## src/rtl/frec_divider_prog_if.sv

```systemverilog
// Control/status bundle for the programmable clock-enable divider.
// master drives run/load controls; slave (the divider) returns the strobe, square wave and status.
interface frec_divider_prog_if #(
    parameter int WIDTH = 16
);
    logic             en;
    logic [WIDTH-1:0] div_in;
    logic             div_load;
    logic             tick;
    logic             sq_out;
    logic [WIDTH-1:0] cur_div;
    logic             pending;
    logic             err;

    modport master (
        output en,
        output div_in,
        output div_load,
        input  tick,
        input  sq_out,
        input  cur_div,
        input  pending,
        input  err
    );

    modport slave (
        input  en,
        input  div_in,
        input  div_load,
        output tick,
        output sq_out,
        output cur_div,
        output pending,
        output err
    );
endinterface

```

## src/rtl/frec_divider_prog.sv

```systemverilog
// Programmable divide-by-N clock-enable generator: one-cycle tick plus near-50% square wave,
// with a runtime-loadable ratio that only takes effect at a period boundary.
module frec_divider_prog #(
    parameter int WIDTH       = 16,
    parameter int DEFAULT_DIV = 1000
) (
    input  logic                clk,
    input  logic                rst,
    frec_divider_prog_if.slave  bus
);
    localparam logic [WIDTH-1:0] DEF_N   = WIDTH'(DEFAULT_DIV);
    localparam logic [WIDTH-1:0] DEF_CNT = WIDTH'(DEFAULT_DIV - 1);
    localparam logic [WIDTH-1:0] ONE     = WIDTH'(1);
    localparam logic [WIDTH-1:0] TWO     = WIDTH'(2);

    if (DEFAULT_DIV < 2 || longint'(DEFAULT_DIV) > ((longint'(1) << WIDTH) - 1)) begin : g_bad_default
        $error("frec_divider_prog: DEFAULT_DIV out of range [2, 2^WIDTH-1]");
    end

    logic [WIDTH-1:0] cnt;
    logic [WIDTH-1:0] ratio;
    logic [WIDTH-1:0] pend_div;
    logic             pend_valid;
    logic             strobe;
    logic             sq;
    logic             err_pulse;

    logic             wrap;
    logic             apply;
    logic             load_ok;
    logic             load_bad;
    logic [WIDTH-1:0] ratio_next;
    logic [WIDTH-1:0] cnt_next;

    // A pending ratio is adopted either at a wrap or on any idle edge; idle keeps
    // the counter primed one short of N so the first enabled edge wraps at once.
    always_comb begin
        wrap       = (cnt == (ratio - ONE));
        apply      = pend_valid && (!bus.en || wrap);
        load_ok    = bus.div_load && (bus.div_in >= TWO);
        load_bad   = bus.div_load && (bus.div_in < TWO);
        ratio_next = apply ? pend_div : ratio;
        if (!bus.en) begin
            cnt_next = ratio_next - ONE;
        end else if (wrap) begin
            cnt_next = '0;
        end else begin
            cnt_next = cnt + ONE;
        end
    end

    always_ff @(posedge clk) begin
        if (!rst) begin
            cnt        <= DEF_CNT;
            ratio      <= DEF_N;
            pend_div   <= DEF_N;
            pend_valid <= 1'b0;
            strobe     <= 1'b0;
            sq         <= 1'b0;
            err_pulse  <= 1'b0;
        end else begin
            cnt       <= cnt_next;
            ratio     <= ratio_next;
            strobe    <= bus.en && wrap;
            sq        <= bus.en && (cnt_next < (ratio_next >> 1));
            err_pulse <= load_bad;
            // A load on the applying edge is kept for the following boundary.
            if (load_ok) begin
                pend_div   <= bus.div_in;
                pend_valid <= 1'b1;
            end else if (apply) begin
                pend_valid <= 1'b0;
            end
        end
    end

    assign bus.tick    = strobe;
    assign bus.sq_out  = sq;
    assign bus.cur_div = ratio;
    assign bus.pending = pend_valid;
    assign bus.err     = err_pulse;
endmodule

```

## src/flat_wrapper.sv

```systemverilog
// flat-port wrapper written by rule: the top's interface ports become plain ports
module frec_divider_prog_flat 
#(
    parameter int WIDTH       = 16,
    parameter int DEFAULT_DIV = 1000
)
  (clk, rst, bus_en, bus_div_in, bus_div_load, bus_tick, bus_sq_out, bus_cur_div, bus_pending, bus_err);
  frec_divider_prog_if #(.WIDTH(WIDTH)) bus_i ();
  input  logic clk;
  input  logic rst;
  input wire logic [$bits(bus_i.en)-1:0] bus_en;
  input wire logic [$bits(bus_i.div_in)-1:0] bus_div_in;
  input wire logic [$bits(bus_i.div_load)-1:0] bus_div_load;
  output wire logic [$bits(bus_i.tick)-1:0] bus_tick;
  output wire logic [$bits(bus_i.sq_out)-1:0] bus_sq_out;
  output wire logic [$bits(bus_i.cur_div)-1:0] bus_cur_div;
  output wire logic [$bits(bus_i.pending)-1:0] bus_pending;
  output wire logic [$bits(bus_i.err)-1:0] bus_err;
  assign bus_i.en = bus_en;
  assign bus_i.div_in = bus_div_in;
  assign bus_i.div_load = bus_div_load;
  assign bus_tick = bus_i.tick;
  assign bus_sq_out = bus_i.sq_out;
  assign bus_cur_div = bus_i.cur_div;
  assign bus_pending = bus_i.pending;
  assign bus_err = bus_i.err;
  frec_divider_prog #(.WIDTH(WIDTH), .DEFAULT_DIV(DEFAULT_DIV)) u_core (.clk(clk), .rst(rst), .bus(bus_i));
endmodule
```

## config.mk

```make
export PLATFORM = sky130hd
export DESIGN_NAME = frec_divider_prog_flat
export DESIGN_NICKNAME = d
export VERILOG_FILES = /design/src/rtl/frec_divider_prog_if.sv /design/src/rtl/frec_divider_prog.sv /design/src/flat_wrapper.sv
export SDC_FILE = /design/constraint.sdc
export NUM_CORES = 1
export LEC_CHECK = 0
export ABC_CLOCK_PERIOD_IN_PS = 6400
export BUFFER_PORTS_ARGS = -buffer_cell sky130_fd_sc_hd__buf_2
export CORE_AREA = 2 2 85 104
export CTS_BUF_LIST = sky130_fd_sc_hd__clkbuf_16
export DETAILED_ROUTE_END_ITERATION = 8
export DIE_AREA = 0 0 87 106
export GPL_TIMING_DRIVEN = 1
export MAX_ROUTING_LAYER = met4
export PLACE_DENSITY = 0.69
export REMOVE_ABC_BUFFERS = 1
export SETUP_SLACK_MARGIN = 0.3
export SYNTH_ARGS = -nofsm -noshare
export SYNTH_HDL_FRONTEND = slang
export SYNTH_SLANG_ARGS = --single-unit
export TNS_END_PERCENT = 10
```

## constraint.sdc

```tcl
create_clock -name clk -period 6.4 [get_ports clk]
set_input_delay 0.32 -clock clk [delete_from_list [all_inputs] [get_ports clk]]
set_output_delay 0.32 -clock clk [all_outputs]
set_load 0.02 [all_outputs]
```

Word level (Yosys, flattened, before mapping)
Cells that the tools add are included.
- register bits: 52
- bits in latches: 0
- memory bits (writable): 0
- bits in read-only memories: 0
- input port bits: 20
- output and inout port bits: 20
- logic and storage cells: 27
- memories: 0
- add/sub/neg operators: 3
- multipliers: 0
- div/mod/pow operators: 0
- $lt $le $gt $ge: 3
- equality and inequality tests: 1
- shifts and indexed selects: 0
- muxes and demuxes: 5
- bitwise operators: 0
- reductions and logical operators: 8
- operator list (cell ; number):
    16-bit two-way mux ; 3
    16-bit by 1-bit subtractor with 16-bit output, second input constant ; 2
    16-bit by 1-bit adder with 16-bit output, second input constant ; 1
    16-bit equality test ; 1
    16-bit by 2-bit greater-or-equal comparator with 1-bit output, second input constant ; 1
    16-bit by 15-bit less-than comparator with 1-bit output ; 1
    16-bit by 2-bit less-than comparator with 1-bit output, second input constant ; 1
    1-bit logical AND ; 5
    1-bit two-way mux ; 2
    2-bit nonzero test ; 1
    1-bit logical NOT ; 1
    1-bit logical OR ; 1

Depth between registers and ports, before layout
- depth in word-level cells: 9
- mapped depth: 26
- mapped depth without buffers: 25

Worst setup path after synthesis
Ideal clock, no wire load.
- path type: register -> register
- from: reg u_core.ratio[3] (netlist: u_core.bus.cur_div[3])
- to: reg u_core.sq (netlist: u_core.bus.sq_out)
- setup time: 0.069 ns
- data arrival time: 6.154 ns
- required time: 6.331 ns
- setup slack: 0.177 ns
- cell stages (with the launch flop): 26
- path buffers: 2
- clock period less this slack: 6.223 ns
- cells stage by stage: dfxtp_1 > buf_2 > or4_4 > o211a_1 > a2111oi_0 > o2111ai_1 > o41ai_4 > nand2_4 > buf_6 > mux2i_1 > ha_1 > or3b_2 > nor4_1 > nand2_1 > or3_1 > nand3_1 > o21ai_0 > o22ai_1 > ha_1 > nand3_1 > nor4_1 > nor3_1 > a31oi_1 > or4_1 > or3_1 > o21ai_1
- longest elaborated chain between the ends: 9
- elaborated cells between the ends (all ways): 10
- classes of those cells: 2 x add/sub; 1 x order compare; 1 x eq/ne; 3 x mux; 3 x reduce/logical
- ends and longest elaborated chain (element ; RTL line ; text):
    from (decl) ; frec_divider_prog.sv:21 ; logic [WIDTH-1:0] ratio;
    from (signal assigned) ; frec_divider_prog.sv:63 ; ratio <= ratio_next;
    16-bit by 1-bit subtractor with 16-bit output ; frec_divider_prog.sv:38 ; wrap = (cnt == (ratio - ONE));
    16-bit equality test ; frec_divider_prog.sv:38 ;
    1-bit logical OR ; frec_divider_prog.sv:39 ; apply = pend_valid && (!bus.en || wrap);
    1-bit logical AND ; frec_divider_prog.sv:39 ;
    16-bit two-way mux ; frec_divider_prog.sv:42 ; ratio_next = apply ? pend_div : ratio;
    16-bit by 1-bit subtractor with 16-bit output ; frec_divider_prog.sv:44 ; cnt_next = ratio_next - ONE;
    16-bit two-way mux * ; frec_divider_prog.sv:43 ; if (!bus.en) begin
    net u_core.cnt_next[12] ; frec_divider_prog.sv:33 ; logic [WIDTH-1:0] cnt_next;
    16-bit by 15-bit less-than comparator with 1-bit output * ; frec_divider_prog.sv:65 ; sq <= bus.en && (cnt_next < (ratio_next >> 1));
    1-bit logical AND * ; frec_divider_prog.sv:65 ;
    to (signal assigned) ; frec_divider_prog.sv:65 ;
    to (decl) ; frec_divider_prog.sv:25 ; logic sq;
Mark *: on every way through the listed nets, which the timed path passes. The rest lies on a longest branch.
A chain may end at the register's enable or synchronous reset.

Worst setup path after layout
- from: reg u_core.ratio[8] (netlist: u_core.bus.cur_div[8])
- to: reg u_core.sq (netlist: u_core.bus.sq_out)
Same word-level chain as after synthesis.

==> reports/metrics.yaml <==
period_share_pct: 93.4
worstSkewPairLatency_ns: 0.30
drive_above_1_share_pct: 23.2
min_path_type: "in -> reg"
hold_path_end: "u_core.pend_div[6]$_SDFFE_PN1P_"
dp_hpwl_um: 8250
path_max_fanout: 8
synthCells: 441
min_from: "bus_div_in[6]"
cts_buffers: 5
initial_core_util_pct: 42.8
instances_no_fill: 592
ys_ff_latch: 52
p_leak_nw: 1.86
required_ns: 6.64
nFillCells: 777
routed_wl_um: 11000
dp.cells: 572
min_path_cells: 3
antenna_found_initial: 0
p_per_area_mw_per_mm2: 195
reg2reg_slack_ns: 0.42
syn_to_final_growth_pct: 21.6
cts_tree: "built"
nets: 531
power.total_mw: 0.841
drtIter0Drc: 267
yosysWarnings: 0
drv_slew: 0
ir_drop_uv: 199
rows: 37
cts_htree_levels: 2
grt_pass1_vias: 3245
postLayoutCoreUtil_pct: 52.0
status: "completed"
die-area_mm2: 0.00922
grtUsageTotal_pct: 24.5
vias: 3493
clkSinkCount: 52
max_cap_viol_count: 0
grt_setup_unrepaired: "yes"
grt_pass1_wl_um: 16900
antenna_cells: 0
timing.fmax_ghz: 0.167
yosysSeqAreaShare_pct: 29.4
yosysUniqueCellTypes: 53
setup_viol: 0
drc: 0
arrival_ns: 6.21
io_pins: 40
synth.avg_cell_area_um2: 8.04
viasPerCell: 5.90
rr_worst_depth: 24
grt_max_degree: 28
first_pass_iters: 5
crit_type: "reg -> reg"
cts.clk_slew.worst_paths_ns: 0.07
routedWlPerCell_um: 18.6
synth_area_mm2: 0.00355
grt_overflow: 0
cts_root_buf: "clkbuf_16"
relSlewSlack_pct: 32.7
r2r_end: "u_core.bus.sq_out$_SDFF_PN0_"
min_period_ns: 5.98
worst_pin_slew_ns: 1.00
io_buffers: 39
r2r_start: "u_core.bus.cur_div[8]$_SDFF_PN1_"
ctsLongestPathBuffers: 2
synth_enable_flop_cells: 0
die_height_um: 106
hold_buffers: 0
endpoint_kind: "register"
drtAntennaViolNets: 0
hold_violations: 0
gp_congestion: 0.965
async_reset_ff_share_pct: 0
coreArea_mm2: 0.00829
die_w_um: 87
fin_worst_skew_ns: 0.00542
synthFlopType: "dfxtp_1"
startpoint_type: "register"
-- cells in the final DEF, fill, tap and decap left out, drive strengths merged, types with 7 or more instances in the layout --
cell,synthesis,final
and2,9,9
o22ai,7,7
or2,9,9
o21ai,13,13
xor2,24,24
nor2b,8,8
dfxtp,52,52
inv,10,11
nor2,37,37
xnor2,24,24
or4,7,7
nand3,15,15
or3,8,8
mux2i,26,26
ha,17,17
nand4,10,10
buf,6,69
a21oi,19,19
nor3,10,10
nand2,50,50
nor4,15,15
-- registers in the layout (all words and copies together) (netlist names) --
| register | count |
|---|---|
| u_core.bus.err | 1 |
| u_core.cnt | 16 |
| u_core.bus.tick | 1 |
| u_core.bus.sq_out | 1 |
| u_core.pend_div | 16 |
| u_core.bus.pending | 1 |
| u_core.bus.cur_div | 16 |
-- timing repair --
action                     in CTS  in global routing
cloned                          0                  0
pin swaps                       1                 26
setup endpoints to repair       1                  1
setup buffers                   0                 12
resized for setup               1                 38
-- area by class of cell --
type	count	area [um^2]	area share [%]
Multi-Input combinational cell	355	2530	58.8
Sequential cell	52	1050	24.3
Timing Repair Buffer	69	424	9.84
Clock buffer	5	125	2.90
Tap cell	97	121	2.81
Inverter	11	41.3	0.958
Clock inverter	3	17.5	0.406
-- cells in the mapped netlist (all sizes together), types with 2 or more instances --
library cell / count / area (um^2)
nor2: 37 / 139
a21oi: 19 / 95.1
nand2: 50 / 195
and3: 6 / 37.5
nand4: 10 / 62.6
or2: 9 / 56.3
xor2: 24 / 210
o311ai: 3 / 26.3
inv: 10 / 37.5
o21ai: 13 / 65.1
dfxtp: 52 / 1040
o31ai: 4 / 30.0
mux2i: 26 / 260
o22ai: 7 / 43.8
nor2b: 8 / 50.1
nor4: 15 / 100
a21o: 3 / 22.5
and2: 9 / 56.3
xnor2: 24 / 210
a31oi: 3 / 18.8
o211ai: 3 / 22.5
or4: 7 / 56.3
a22oi: 3 / 22.5
buf: 6 / 35.0
ha: 17 / 213
a211oi: 2 / 15.0
or3: 8 / 50.1
nand3b: 2 / 15.0
nand2b: 4 / 25.0
o21a: 2 / 15.0
nor3: 10 / 50.1
clkbuf: 17 / 63.8
nand3: 15 / 75.1
-- layer usage --
| layer | track usage (%) | vias to the layer above | wire length (um) | part of all wire (%) |
|---|---|---|---|---|
| li1 | - | 1678 | - | - |
| met2 | 40.8 | 139 | 5590 | 51 |
| met4 | 10.4 | 0 | 438 | 4.0 |
| met1 | 29.4 | 1646 | 4410 | 40 |
| met5 | - | - | 0 | 0 |
| met3 | 3.42 | 30 | 583 | 5.3 |
-- through the flow --
| step | area [um^2] | TNS (ns) | setup WS [ns] | hold slack (ns) |
|---|---|---|---|---|
| finish | 4310 | 0 | 0.424 | 0.247 |
| global route | 4310 | 0 | 0.0820 | 0.256 |
| CTS | 4040 | 0 | 0.303 | 0.244 |
| detailed placement | 3900 | 0 | 0.313 | 0.496 |
| global placement | 3900 | 0 | 0.502 | 0.489 |
| floorplan | 3450 | -0.0715 | -0.0715 | 0.382 |
-- worst max-delay path, stage by stage (launching register included) --
cell and delay, ns:
dfxtp_4 0.37, or4_4 0.52, or4_1 0.52, o21ai_1 0.15, nand2_1 0.12, o41ai_4 0.41, nand2_4 0.13, mux2i_4 0.20
ha_2 0.22, or3b_4 0.41, nor4_4 0.21, buf_4 0.17, nand2_4 0.06, or3_1 0.38, nand3_2 0.09, o21ai_2 0.06
o22ai_2 0.22, ha_1 0.29, nand3_2 0.09, nor4_2 0.04, nor3_1 0.18, a31oi_1 0.09, or4_1 0.51, or3_1 0.37
o21ai_1 0.07
-- cells by family (layout without fill, tap and decap cells) --
family                   after synthesis  count (layout)  share of synthesized area, %
XOR/XNOR                              48              48                          11.9
AND/OR/NAND/NOR                      193             193                          28.0
multiplexers                          26              26                          7.34
AO/OA/AOI/OAI                         71              71                          13.5
flip-flops                            52              52                          29.4
adder cells (fa/ha/maj)               17              17                          6.00
buffers and inverters                 34              88                          3.95
-- worst max path at each step --
stage / from / to / slack [ns] / depth (start not counted)
2_1_floorplan: u_core.bus.cur_div[3]$_SDFF_PN1_ / u_core.bus.sq_out$_SDFF_PN0_ / -0.07 / 23
3_3_place_gp: u_core.bus.cur_div[3]$_SDFF_PN1_ / u_core.bus.sq_out$_SDFF_PN0_ / 0.50 / 24
3_5_place_dp: u_core.bus.cur_div[3]$_SDFF_PN1_ / u_core.bus.sq_out$_SDFF_PN0_ / 0.31 / 24
4_1_cts: u_core.bus.cur_div[3]$_SDFF_PN1_ / u_core.bus.sq_out$_SDFF_PN0_ / 0.30 / 24
5_1_grt: u_core.bus.cur_div[7]$_SDFF_PN1_ / u_core.bus.sq_out$_SDFF_PN0_ / 0.08 / 25
6_report: u_core.bus.cur_div[8]$_SDFF_PN1_ / u_core.bus.sq_out$_SDFF_PN0_ / 0.42 / 24
-- power by group --
group          total [mW]  internal, mW  switching [mW]  leakage [nW]
clock network       0.270         0.145           0.125        0.0716
registers           0.369         0.340          0.0285         0.426
logic               0.202        0.0881           0.114          1.36
total               0.841         0.573           0.268          1.86
No activity file was read; power rests on OpenSTA's default activity.
